`config.mk`:
```
export PLATFORM = sky130hd
export DESIGN_NAME = vecshift_col_drain_flat
export DESIGN_NICKNAME = d
export VERILOG_FILES = /design/src/rtl/vecshift_col_drain_if.sv /design/src/rtl/vecshift_col_drain.sv /design/src/flat_wrapper.sv
export SDC_FILE = /design/constraint.sdc
export NUM_CORES = 1
export LEC_CHECK = 0
export CORE_ASPECT_RATIO = 0.6
export CORE_MARGIN = 2
export CORE_UTILIZATION = 40
export DETAILED_ROUTE_END_ITERATION = 6
export HOLD_SLACK_MARGIN = 0.08
export PLACE_DENSITY = 0.61
export SLEW_MARGIN = 20
export SYNTH_ARGS = -nofsm -noshare
export SYNTH_HDL_FRONTEND = slang
export SYNTH_SLANG_ARGS = --single-unit
```
`constraint.sdc`:
```
create_clock -name clk -period 3.5 [get_ports clk]
set_clock_uncertainty 0.1 [all_clocks]
set_input_delay 0.525 -clock clk [delete_from_list [all_inputs] [get_ports clk]]
set_output_delay 0.525 -clock clk [all_outputs]
set_load 0.02 [all_outputs]
```
`src/rtl/vecshift_col_drain_if.sv`:
```
// rtl/vecshift_col_drain_if.sv - signal bundle between the column drain stage, the column and the output consumer
//
// Purpose: groups the drain control, bottom-register sample and output stream signals.
// Modports:
//   slave  - the drain stage (vecshift_col_drain)
//   master - the environment: sequencer/start source, column bottom register, output consumer
// Signals:
//   start          drain request pulse (master -> slave)
//   ready_o        drain stage idle with empty FIFO
//   done           one-cycle pulse when the drain has finished and the FIFO is empty
//   err_timeout    sticky timeout flag
//   confSig        shared confSig of all column registers
//   colData        parallelOut of the bottom register
//   colStatus      {isLast,isData} of the bottom register
//   out_data       FIFO head word
//   out_last       head word is the last word of the column
//   out_valid      FIFO non-empty
//   out_ready      consumer accepts the head word
//   word_cnt       words captured in the current/last drain
//   dbg_clk_enable debug stepping enable
interface vecshift_col_drain_if #(
    parameter int REG_WIDTH = 16,
    parameter int COL_LEN   = 8,
    parameter int CONF_W    = 2
);
    localparam int CNT_W = $clog2(COL_LEN + 1);

    logic                 start;
    logic                 ready_o;
    logic                 done;
    logic                 err_timeout;
    logic [CONF_W-1:0]    confSig;
    logic [REG_WIDTH-1:0] colData;
    logic [1:0]           colStatus;
    logic [REG_WIDTH-1:0] out_data;
    logic                 out_last;
    logic                 out_valid;
    logic                 out_ready;
    logic [CNT_W-1:0]     word_cnt;
    logic                 dbg_clk_enable;

    modport slave (
        input  start, colData, colStatus, out_ready, dbg_clk_enable,
        output ready_o, done, err_timeout, confSig, out_data, out_last, out_valid, word_cnt
    );

    modport master (
        output start, colData, colStatus, out_ready, dbg_clk_enable,
        input  ready_o, done, err_timeout, confSig, out_data, out_last, out_valid, word_cnt
    );
endinterface

```
`src/rtl/vecshift_col_drain.sv`:
```
// rtl/vecshift_col_drain.sv - vector-shift column drain: confSig sequencer, capture FIFO and output stream
//
// Purpose: sequences one parallel shift of the vecshift_reg column, captures every valid word
// leaving the bottom register into a COL_LEN-deep FIFO and streams it out over valid/ready.
// Ports:
//   clk  - system clock
//   rst  - asynchronous active-high reset
//   bus  - vecshift_col_drain_if.slave (start/ready_o/done/err_timeout, confSig, colData/colStatus,
//          out_data/out_last/out_valid/out_ready, word_cnt, dbg_clk_enable)
// confSig codes: 0 IDLE, 2 PARALLEL_EN, 3 DISABLE.
module vecshift_col_drain #(
    parameter int DEBUG     = 1,
    parameter int REG_WIDTH = 16,
    parameter int COL_LEN   = 8
) (
    input  logic               clk,
    input  logic               rst,
    vecshift_col_drain_if.slave bus
);
    localparam int VECREG_CONFIG_WIDTH = 2;
    localparam logic [VECREG_CONFIG_WIDTH-1:0] VECREG_IDLE        = 2'd0;
    localparam logic [VECREG_CONFIG_WIDTH-1:0] VECREG_PARALLEL_EN = 2'd2;
    localparam logic [VECREG_CONFIG_WIDTH-1:0] VECREG_DISABLE     = 2'd3;

    localparam int CNT_W = $clog2(COL_LEN + 1);
    localparam int PTR_W = (COL_LEN > 1) ? $clog2(COL_LEN) : 1;
    localparam int TMO_W = $clog2(COL_LEN + 3);

    typedef enum logic [2:0] {
        S_RSTOP,
        S_IDLE,
        S_ARM,
        S_SHIFT,
        S_STOP,
        S_DRAIN
    } state_t;

    state_t                         state_q;
    logic [VECREG_CONFIG_WIDTH-1:0] conf_q;
    logic                           done_q;
    logic                           err_q;
    logic [CNT_W-1:0]               wcnt_q;
    logic [TMO_W-1:0]               cyc_q;

    logic [REG_WIDTH:0]             mem_q [COL_LEN];
    logic [PTR_W-1:0]               rd_ptr_q, rd_ptr_d;
    logic [PTR_W-1:0]               wr_ptr_q, wr_ptr_d;
    logic [CNT_W-1:0]               cnt_q, cnt_d;

    logic ce;
    logic col_is_data, col_is_last;
    logic fifo_empty, fifo_full;
    logic push, push_ok, pop;

    assign ce          = (DEBUG != 0) ? bus.dbg_clk_enable : 1'b1;
    assign col_is_data = bus.colStatus[0];
    assign col_is_last = bus.colStatus[1];

    assign fifo_empty = (cnt_q == '0);
    assign fifo_full  = (cnt_q == CNT_W'(COL_LEN));

    // The column cannot be paused, so a capture is never back-pressured; a push into a full
    // FIFO only survives when a pop frees the slot in the same cycle.
    assign push    = (state_q == S_SHIFT) && col_is_data;
    assign push_ok = push && (!fifo_full || pop);
    assign pop     = !fifo_empty && bus.out_ready;

    function automatic logic [PTR_W-1:0] ptr_inc(input logic [PTR_W-1:0] p);
        return (p == PTR_W'(COL_LEN - 1)) ? '0 : p + PTR_W'(1);
    endfunction

    // Drain sequencer. confSig is registered together with the state it belongs to, so it
    // is valid for the whole cycle spent in that state.
    always_ff @(posedge clk or posedge rst) begin
        if (rst) begin
            state_q <= S_RSTOP;
            conf_q  <= VECREG_IDLE;
            done_q  <= 1'b0;
            err_q   <= 1'b0;
            wcnt_q  <= '0;
            cyc_q   <= '0;
        end else if (ce) begin
            done_q <= 1'b0;
            case (state_q)
                // RSTOP spends one cycle emitting DISABLE to stop a column that a mid-shift
                // reset left running; conf_q doubles as the "already emitted" flag.
                S_RSTOP: begin
                    if (conf_q == VECREG_DISABLE) begin
                        state_q <= S_IDLE;
                        conf_q  <= VECREG_IDLE;
                    end else begin
                        conf_q  <= VECREG_DISABLE;
                    end
                end
                S_IDLE: begin
                    if (bus.start && fifo_empty) begin
                        state_q <= S_ARM;
                        conf_q  <= VECREG_PARALLEL_EN;
                        wcnt_q  <= '0;
                        err_q   <= 1'b0;
                        cyc_q   <= '0;
                    end
                end
                S_ARM: begin
                    state_q <= S_SHIFT;
                    conf_q  <= VECREG_IDLE;
                end
                S_SHIFT: begin
                    cyc_q <= cyc_q + TMO_W'(1);
                    if (col_is_data && (wcnt_q != CNT_W'(COL_LEN))) begin
                        wcnt_q <= wcnt_q + CNT_W'(1);
                    end
                    if (col_is_data && col_is_last) begin
                        state_q <= S_STOP;
                        conf_q  <= VECREG_DISABLE;
                    end else if (cyc_q == TMO_W'(COL_LEN + 1)) begin
                        // this is the (COL_LEN+2)-th shift cycle without an isLast word
                        err_q   <= 1'b1;
                        state_q <= S_STOP;
                        conf_q  <= VECREG_DISABLE;
                    end
                end
                S_STOP: begin
                    state_q <= S_DRAIN;
                    conf_q  <= VECREG_IDLE;
                end
                S_DRAIN: begin
                    if (fifo_empty) begin
                        done_q  <= 1'b1;
                        state_q <= S_IDLE;
                    end
                end
                default: begin
                    state_q <= S_IDLE;
                    conf_q  <= VECREG_IDLE;
                end
            endcase
        end
    end

    always_comb begin
        wr_ptr_d = wr_ptr_q;
        rd_ptr_d = rd_ptr_q;
        cnt_d    = cnt_q;
        if (push_ok) begin
            wr_ptr_d = ptr_inc(wr_ptr_q);
        end
        if (pop) begin
            rd_ptr_d = ptr_inc(rd_ptr_q);
        end
        if (push_ok && !pop) begin
            cnt_d = cnt_q + CNT_W'(1);
        end else if (pop && !push_ok) begin
            cnt_d = cnt_q - CNT_W'(1);
        end
    end

    always_ff @(posedge clk or posedge rst) begin
        if (rst) begin
            wr_ptr_q <= '0;
            rd_ptr_q <= '0;
            cnt_q    <= '0;
        end else if (ce) begin
            wr_ptr_q <= wr_ptr_d;
            rd_ptr_q <= rd_ptr_d;
            cnt_q    <= cnt_d;
        end
    end

    // Storage needs no reset: only entries between the pointers are ever presented.
    always_ff @(posedge clk) begin
        if (ce && push_ok) begin
            mem_q[wr_ptr_q] <= {col_is_last, bus.colData};
        end
    end

    assign bus.ready_o     = (state_q == S_IDLE) && fifo_empty;
    assign bus.done        = done_q;
    assign bus.err_timeout = err_q;
    assign bus.confSig     = conf_q;
    assign bus.word_cnt    = wcnt_q;
    assign bus.out_valid   = !fifo_empty;
    assign bus.out_data    = mem_q[rd_ptr_q][REG_WIDTH-1:0];
    assign bus.out_last    = mem_q[rd_ptr_q][REG_WIDTH];
endmodule

```
`src/flat_wrapper.sv`:
```
// flat-port wrapper written by rule: the top's interface ports become plain ports
module vecshift_col_drain_flat 
#(
    parameter int DEBUG     = 1,
    parameter int REG_WIDTH = 16,
    parameter int COL_LEN   = 8
)
  (clk, rst, bus_start, bus_colData, bus_colStatus, bus_out_ready, bus_dbg_clk_enable, bus_ready_o, bus_done, bus_err_timeout, bus_confSig, bus_out_data, bus_out_last, bus_out_valid, bus_word_cnt);
  vecshift_col_drain_if #(.REG_WIDTH(REG_WIDTH), .COL_LEN(COL_LEN), .CONF_W((2))) bus_i ();
  input  logic clk;
  input  logic rst;
  input wire logic [$bits(bus_i.start)-1:0] bus_start;
  input wire logic [$bits(bus_i.colData)-1:0] bus_colData;
  input wire logic [$bits(bus_i.colStatus)-1:0] bus_colStatus;
  input wire logic [$bits(bus_i.out_ready)-1:0] bus_out_ready;
  input wire logic [$bits(bus_i.dbg_clk_enable)-1:0] bus_dbg_clk_enable;
  output wire logic [$bits(bus_i.ready_o)-1:0] bus_ready_o;
  output wire logic [$bits(bus_i.done)-1:0] bus_done;
  output wire logic [$bits(bus_i.err_timeout)-1:0] bus_err_timeout;
  output wire logic [$bits(bus_i.confSig)-1:0] bus_confSig;
  output wire logic [$bits(bus_i.out_data)-1:0] bus_out_data;
  output wire logic [$bits(bus_i.out_last)-1:0] bus_out_last;
  output wire logic [$bits(bus_i.out_valid)-1:0] bus_out_valid;
  output wire logic [$bits(bus_i.word_cnt)-1:0] bus_word_cnt;
  assign bus_i.start = bus_start;
  assign bus_i.colData = bus_colData;
  assign bus_i.colStatus = bus_colStatus;
  assign bus_i.out_ready = bus_out_ready;
  assign bus_i.dbg_clk_enable = bus_dbg_clk_enable;
  assign bus_ready_o = bus_i.ready_o;
  assign bus_done = bus_i.done;
  assign bus_err_timeout = bus_i.err_timeout;
  assign bus_confSig = bus_i.confSig;
  assign bus_out_data = bus_i.out_data;
  assign bus_out_last = bus_i.out_last;
  assign bus_out_valid = bus_i.out_valid;
  assign bus_word_cnt = bus_i.word_cnt;
  vecshift_col_drain #(.DEBUG(DEBUG), .REG_WIDTH(REG_WIDTH), .COL_LEN(COL_LEN)) u_core (.clk(clk), .rst(rst), .bus(bus_i));
endmodule
```
==> impl_metrics.py, run 1 <==
metrics = {
    "clock_tree": {
        "numCtsBuffers": 17,
        "clockBufferDepth": 2,
        "cts_max_level": 4,
        "clock-sinks": 161,
        "cts.repair.resized": 0,
        "clk_latency_ns": 0.41,
        "postCtsHoldBufs": 0,
        "post_cts_buffers": 0,
        "cts-root-buf": "clkbuf_16",
        "clk_pin_slew_ns": 0.07,
        "cts_tree": "yes",
    },
    "detailed_routing": {
        "first_iter_violations": 297,
        "wl_um": 13510,
        "wl_met3_um": 570,
        "wl_per_cell_um": 20.08,
        "drcViolationCount": 0,
        "vias_per_cell": 5.226,
        "wl_met1_um": 6595,
        "drt_first_pass_iters": 4,
        "ant_nets": 0,
        "top_layer_used": "met4",
        "dr_wl_met2_um": 6165,
        "num_vias": 3517,
    },
    "power": {
        "swShare": 0.3200,
        "p_int_uw": 4260,
        "ir_worst_vdd_uv": 361.9,
        "powerDensity_nw_per_um2": 769.3,
        "combPwrFrac": 0.329,
        "switching_power_uw": 2005,
        "p_clk_frac": 0.294,
        "pwr-share-seq": 0.377,
        "p_leak_uw": 0.002766,
    },
    "global_route": {
        "grt_use_total": 0.1629,
        "grt_max_degree": 38,
        "antenna_found_initial": 0,
        "grt_pass1_vias": 3736,
        "grt_pass1_wl_um": 21330,
        "grt_overflow": 0,
    },
    "final_layout": {
        "postLayoutCoreUtil": 0.4980,
        "fin_nets": 467,
        "stdcell_count": 673,
        "final_cell_mix": "edfxtp_1, clkdlybuf4s50_1, mux4_2",
        "fin_area_um2": 8143,
        "num_antenna_cells": 0,
        "mostFrequentLayoutCell": "edfxtp_1",
        "area_delta_synth_final_pct": 21.21,
        "drive_above_1_share": 0.2697,
    },
    "logic_synthesis": {
        "ys_seq_elements": 161,
        "synthFlopType": "edfxtp_1",
        "synth-edff-count": 136,
        "yosys.area.top_type_share": 0.6079,
        "synth_top_area_cell": "edfxtp_1",
        "ys_top_cells_by_area": "edfxtp_1, mux4_2, dfrtp_1",
        "synth_nets": 400,
        "yosysWarnings": 0,
        "avgSynthCellArea_um2": 18.40,
        "netlist_area_um2": 6718,
        "yosysSeqAreaShare": 0.7011,
        "async_flop_share": 0.1553,
        "synth_cell_types": 51,
        "synth_cells": 365,
    },
    "setup_path": {
        "cp_max_fo": 37,
        "critPathSlowestCell": "mux4_2",
        "crit_path_start_kind": "flip-flop",
        "cp_slowest_stage_delay_ns": 0.57,
        "regToRegSetupSlack_ns": 0.69,
        "required_ns": 2.87,
        "worstPathCellList": "buf_12 > mux4_2 > mux2_2 > clkdlybuf4s50_1",
        "endpoint_kind": "output port",
        "crit_arrival_ns": 2.50,
        "worstSetupPathType": "flip-flop to output port",
    },
    "sta": {
        "tightest_slew_ns": 0.9392,
        "postLayoutSetupSlackWorst_ns": 0.3737,
        "fmax_ghz": 0.3199,
        "post-route-period-util": 0.8932,
        "drv_slew": 0,
        "rsz0062_at_grt": "no",
        "hold_violations": 0,
        "setup_violations": 0,
        "setup_tns_ns": 0,
        "slew_headroom": 0.3700,
        "finalCriticalPeriod_ns": 3.126,
    },
    "die": {
        "core_um2": 16350,
        "die-width_um": 171.3,
        "num_rows": 36,
        "die_area_um2": 17880,
        "die_h_um": 104.4,
        "io-pin-count": 50,
        "start_util": 0.4109,
    },
    "placement": {
        "postPlaceCellArea_um2": 7548,
        "pre_cts_slack_ns": 0.5321,
        "gp_congestion": 0.7812,
        "dpl.hpwl_um": 8209,
        "port_buffers": 49,
        "post-place-cells": 641,
    },
    "min_path": {
        "hold_path.class": "input port to asynchronous set/reset pin",
    },
    "job": {
        "maxCapViolations": 0,
    },
    "run_status": {
        "status": "finished clean",
    },
}
-- through the flow --
stage | hold slack (ns) | total power, uW
6_report | 0.4145 | 6264
5_1_grt | 0.4298 | 6595
4_1_cts | 0.4257 | 6338
3_5_place_dp | 0.4088 | 4471
3_3_place_gp | 0.3917 | 4418
2_1_floorplan | 0.3718 | 3790
-- synthesized netlist by cell type, types with 2 or more instances --
library cell  instances
buf_6                 4
nand2_1              11
nor2_1               13
nor3_1                7
o21ai_0              17
nand3_1               6
dfrtp_1              25
nand3b_1              2
buf_2                 2
o211ai_1              2
inv_1                10
nor2b_1               2
a21o_1                2
o211ai_2              2
edfxtp_1            136
mux2_2               22
xnor2_1               3
nand2b_1              6
o31ai_1               3
nor4_1                3
a21o_2                2
mux4_2               34
clkbuf_1              8
a211o_1               2
a21oi_1               5
ha_1                 11
-- kinds of logic after synthesis --
kind of cell | share of synthesized area
and+or+nand+nor | 0.05029
buffers and inverters | 0.02012
AOI/OAI and AO/OA | 0.04880
xor gates and xnor gates | 0.003912
adders and majority gates | 0.02347
muxes | 0.1524
DFF | 0.7011
-- worst max-delay path, delay by kind of cell, from the launching register on --
family / cells / cell delay, ns
muxes: 2 / 0.85
DFF: 1 / 0.37
buffers and inverters: 2 / 0.85
-- path summary, 6_finish.rpt --
path	to	cells after the start	startpoint
max in group asynchronous	u_core.rd_ptr_q[0]	2	rst
worst min register to register	u_core.bus.done	2	u_core.bus.done
min in group clk	u_core.bus.done	2	u_core.bus.done
worst min-delay path	u_core.cyc_q[2]	2	rst
worst max-delay path	bus_out_data[10]	4	u_core.rd_ptr_q[0]
worst max register to register	u_core.cnt_q[3]	10	u_core.cnt_q[0]
-- final cells by class --
class	instances	area, um^2
repair buffers	64	615.6
clock inverters	15	168.9
inverters	10	37.54
clock buffers	17	425.4
multi-input cells	178	1899
well taps	228	285.3
flip-flops and latches	161	4711
fillers	1346	8208
-- power by group through the flow --
stage	Clock (uW)	Sequential, uW	Combinational [uW]
after floorplan	0	2350	1440
after global placement	0	2390	2030
after detailed placement	0	2400	2070
after CTS	1890	2360	2090
after global routing	1980	2380	2240
final	1840	2360	2060
-- registers in the layout (all words and copies together) (netlist names) --
signal,count
u_core.bus.word_cnt,4
u_core.bus.err_timeout,1
u_core.mem_q,136
u_core.wr_ptr_q,3
u_core.bus.done,1
u_core.rd_ptr_q,3
u_core.state_q,3
u_core.cyc_q,4
u_core.cnt_q,4
u_core.bus.confSig,2
-- per-layer routing --
metal / vias to the layer above / global-route usage
met5: - / 0
met4: 0 / 0.05508
met3: 16 / 0.04186
met2: 75 / 0.2393
met1: 1817 / 0.2365
li1: 1609 / -
Power figures use the tool's default switching activity.
==> run 2: changes to the inputs <==
Settings changed: CTS_CLUSTER_DIAMETER from default to 200.
==> results of run 2 <==
Final layout, timing and power as in run 1 (identical DEF).
